===== src/rtl/onehot_decoder_scan.sv =====
// Registered binary-to-one-hot decoder with DIRECT, HOLD, SCAN and OFF modes.
// Scan mode sweeps the one-hot bit across all outputs with a built-in step divider.
module onehot_decoder_scan #(
    parameter int SEL_W     = 3,
    parameter int SCAN_DIV  = 4,
    parameter int ALL_ON_EN = 0
) (
    input  logic                    sys_clk,
    input  logic                    sys_rst,
    input  logic [1:0]              mode,
    input  logic [SEL_W-1:0]        sel,
    input  logic                    sel_vld,
    output logic [(1<<SEL_W)-1:0]   out_onehot,
    output logic                    out_vld,
    output logic [SEL_W-1:0]        scan_idx,
    output logic                    scan_wrap
);

    localparam int OUT_W = 1 << SEL_W;
    localparam int DIV_W = (SCAN_DIV > 1) ? $clog2(SCAN_DIV) : 1;
    localparam logic [DIV_W-1:0] DIV_MAX = DIV_W'(SCAN_DIV - 1);

    typedef enum logic [1:0] {
        MODE_DIRECT = 2'b00,
        MODE_HOLD   = 2'b01,
        MODE_SCAN   = 2'b10,
        MODE_OFF    = 2'b11
    } mode_e;

    mode_e              mode_cur;
    mode_e              mode_q;
    logic [DIV_W-1:0]   div_cnt;

    logic [OUT_W-1:0]   onehot_d;
    logic               vld_d;
    logic [SEL_W-1:0]   idx_d;
    logic               wrap_d;
    logic [DIV_W-1:0]   div_d;
    logic [SEL_W-1:0]   idx_inc;

    assign mode_cur = mode_e'(mode);
    assign idx_inc  = scan_idx + 1'b1;

    function automatic logic [OUT_W-1:0] decode(input logic [SEL_W-1:0] code);
        logic [OUT_W-1:0] res;
        if ((ALL_ON_EN != 0) && (&code))
            res = '1;
        else
            res = OUT_W'(1) << code;
        return res;
    endfunction

    always_comb begin
        // NOTE: every output of this block gets a default first, so no path leaves a latch.
        onehot_d = out_onehot;
        vld_d    = 1'b0;
        idx_d    = scan_idx;
        wrap_d   = 1'b0;
        div_d    = div_cnt;

        case (mode_cur)
            MODE_DIRECT: begin
                if (sel_vld) begin
                    onehot_d = decode(sel);
                    vld_d    = 1'b1;
                end
            end
            MODE_HOLD: ;
            MODE_SCAN: begin
                // Entering SCAN from any other mode always restarts the sweep at index 0.
                if (mode_q != MODE_SCAN) begin
                    idx_d    = '0;
                    div_d    = '0;
                    onehot_d = OUT_W'(1);
                    vld_d    = 1'b1;
                end else if (div_cnt == DIV_MAX) begin
                    div_d    = '0;
                    idx_d    = idx_inc;
                    onehot_d = OUT_W'(1) << idx_inc;
                    vld_d    = 1'b1;
                    wrap_d   = &scan_idx;
                end else begin
                    div_d    = div_cnt + 1'b1;
                end
            end
            MODE_OFF: begin
                onehot_d = '0;
                idx_d    = '0;
                div_d    = '0;
            end
            default: ;
        endcase
    end

    // NOTE: state updates use non-blocking assignments so every flop samples pre-edge values.
    always_ff @(posedge sys_clk or posedge sys_rst) begin
        if (sys_rst) begin
            out_onehot <= '0;
            out_vld    <= 1'b0;
            scan_idx   <= '0;
            scan_wrap  <= 1'b0;
            div_cnt    <= '0;
            mode_q     <= MODE_OFF;
        end else begin
            out_onehot <= onehot_d;
            out_vld    <= vld_d;
            scan_idx   <= idx_d;
            scan_wrap  <= wrap_d;
            div_cnt    <= div_d;
            mode_q     <= mode_cur;
        end
    end

endmodule


===== config.mk =====
export PLATFORM = sky130hd
export DESIGN_NAME = onehot_decoder_scan
export DESIGN_NICKNAME = d
export VERILOG_FILES = /design/src/rtl/onehot_decoder_scan.sv
export SDC_FILE = /design/constraint.sdc
export NUM_CORES = 1
export LEC_CHECK = 0
export BUFFER_PORTS_ARGS = -buffer_cell sky130_fd_sc_hd__buf_4
export CAP_MARGIN = 40
export CORE_MARGIN = 8
export CORE_UTILIZATION = 47
export DETAILED_ROUTE_END_ITERATION = 10
export PLACE_DENSITY = 0.84
export SYNTH_ARGS = -nofsm -noshare
export SYNTH_HDL_FRONTEND = slang
export SYNTH_SLANG_ARGS = --single-unit

===== constraint.sdc =====
create_clock -name sys_clk -period 1.6 [get_ports sys_clk]
set_input_delay 0.32 -clock sys_clk [delete_from_list [all_inputs] [get_ports sys_clk]]
set_output_delay 0.32 -clock sys_clk [all_outputs]
set_load 0.02 [all_outputs]

==> metrics.txt <==
H-tree Lvls 1; CP delay by family, top adder cells; share of cells above drive strength 1 46.43%; diodes inserted 0; fin. max-slew vios 0; largest area contributor in the netlist dfrtp_1; Finished Layout Cells 139; Synth Flop Type dfrtp_1; post-route cell area 1239 um2; Max Cap Viol 0; reg2reg path depth 5; I/O Pins 21; Final min period 1528 ps; Wirelength per Cell 14.34 um; routed vias/inst 5.216; worst min-delay path category in2reg; CTS clock-pin slew for the worst setup and hold paths 110 ps; Post-Route Skew 16.56 ps; Max Freq 654.3 MHz; largest cells by area after synthesis dfrtp_1 38%, mux2_2 10%, ha_1 10%; pwr dens 673.7 nW/um2; CP bufs+invs 0; final-report setup violation count 0; Sink Count 17; Routed WL 1993 um; detailed-route DRC error count 0; Initial Utilization 49.87%; Chip Width 61.63 um; Max FO, Critical Path 5; fraction of registers with async set/reset 100.0%; Final Hold Viols 0; Final Net Count 129; setup_tns 0 ps; pin count of the biggest net entering global routing 16; Cells after Synth 84; Static Leak 0.5994 nW; EDFF count, synth 0; FF-to-FF End out_onehot[4]$_DFFE_PP0P_; First-pass DRT Iterations 2; CP required 1790 ps; RSZ-0062 raised after global routing no; Hold Crit Start mode[0]; Die ar. 3798 um2; gr usage total 11.75%; GPL Wtd Cong 0.8206; num rows 16; Core Region 1962 um2; initial antenna violation count 0; Synth Register Bits 17; fin crit share 95.52%; sequential-to-total area share from yosys stat 43.73%; IO Port Bufs 20; maximum VDD drop 0.0003937 V; Cell Area, Placed 1190 um2; Max-slew headroom 76.22%; setup slack, reg-to-reg 70 ps; Startpoint Class register; Hold Crit Endpoint mode_q[0]$_DFF_PP1_; via count 725; Slowest Stage Delay on Critical Path 430 ps; Critical Path Slowest Stage Cell dfrtp_2; first-pass GRT wire length 3353 um; FF-to-FF Start scan_idx[0]$_DFFE_PP0P_; Tightest Pin Transition 356.3 ps; area delta synth->final 26.60%; Power, Total 0.8345 mW; run status complete, no violations; syn_nets 100; worst-path cell chain ha_2 > ha_1 > nand2_1 > o32ai_1 > mux2_2; postcts setup bufs 0; Synth cell types 28; CTS Root Cell clkbuf_4; vias in the first global route 762; synthesized area 978.4 um2; Crit Path Class reg2reg; Core Util, Final 63.14%; hold depth 1; First DRT Iteration DRCs 32; syn avg cell area 11.65 um2; total CTS buffers 3; CTS max path bufs 2; clk_lat worst skew 300 ps; detailed-placement wirelength estimate 1585 um; grt total ovfl 0; Synth Warn # 0; chip height 61.63 um; CP endpoint kind register; Antenna Nets Post-Route 0; clock tree from TritonCTS done; # placed instances 134; CP arrival 1720 ps; post-synth top area share 38.36%
cells in the mapped netlist (2+ instances only):
cell and instances:
dfrtp_1 15, mux2_2 9, ha_1 8, nand2_1 8, inv_1 6, o32ai_1 5, nor2_1 4, or2b_2 4
a22o_1 2, buf_4 2, dfstp_2 2, o22ai_1 2, or3b_4 2
routing by layer:
metal  GRT usage (%)  share of wire (%)  up-vias
met5               0                  0        -
met4           3.896               0.95        0
met3           2.923                4.7        4
met2           20.38                 50       15
met1           13.66                 44      350
li1                -                  -      356
where the power goes:
part / total, mW / switching, mW / internal, mW
combinational: 0.140 / 0.0716 / 0.0688
sequential: 0.460 / 0.0107 / 0.450
clock: 0.234 / 0.137 / 0.0969
total: 0.834 / 0.219 / 0.615
cell usage in the layout, fill, tap and decap left out, types with 3 or more instances in the layout:
master and n:
buf_4 25, clkbuf_4 3, dfrtp_1 13, ha_1 6, inv_1 6, mux2_2 9
nand2_1 8, nor2_1 4, o32ai_1 5, or2b_2 4
what timing repair did:
action                     4_1_cts  5_1_grt
hold endpoints to repair         7        0
hold buffers                     1        0
gates resized for setup          0        1
setup endpoints to repair        0        6
stage by stage:
| step | hold slack, ps | setup WS (ps) |
|---|---|---|
| 5_1_grt | 177.3 | 4.066 |
| 4_1_cts | 178.3 | 14.47 |
| 3_5_place_dp | 312.6 | 24.92 |
| 2_1_floorplan | 244.5 | 6.764 |
| 3_3_place_gp | 316.7 | 81.76 |
| 6_report | 183.4 | 71.76 |
sequential cells by signal, summed over array words and instances (netlist names):
register,flops
div_cnt,2
mode_q,2
out_onehot,8
out_vld,1
scan_idx,3
scan_wrap,1
worst register-to-register path: stages (launching register included):
cell	delay [ps]
dfrtp_2	430
ha_2	210
ha_1	340
nand2_1	100
o32ai_1	80
mux2_2	280
area by class of cell:
| type | instances | area, um2 |
|---|---|---|
| Clock buffer | 4 | 26.28 |
| Fill cell | 174 | 723.2 |
| Inverter | 6 | 22.52 |
| Multi-Input combinational cell | 59 | 528.0 |
| Sequential cell | 17 | 430.4 |
| Tap cell | 27 | 33.78 |
| Timing Repair Buffer | 26 | 197.7 |
worst max-delay path by stage:
stage,from,end,slack [ps],cells past startpoint
floorplan,scan_idx[0]$_DFFE_PP0P_,out_onehot[2]$_DFFE_PP0P_,7,5
global placement,div_cnt[0]$_DFFE_PP0N_,out_onehot[1]$_DFFE_PP0P_,80,4
detailed placement,mode[1],out_onehot[3]$_DFFE_PP0P_,20,5
CTS,scan_idx[0]$_DFFE_PP0P_,out_onehot[2]$_DFFE_PP0P_,10,5
global route,mode_q[1]$_DFF_PP1_,out_onehot[3]$_DFFE_PP0P_,4,3
finish,scan_idx[0]$_DFFE_PP0P_,out_onehot[4]$_DFFE_PP0P_,70,5
logic make-up after synthesis:
logic type,share of synthesized area (%)
simple gates,18.29
flops,43.73
compound gates,13.56
mux,10.36
buf+inv,3.836
fa+ha+maj,10.23
Power figures use the tool's default switching activity.
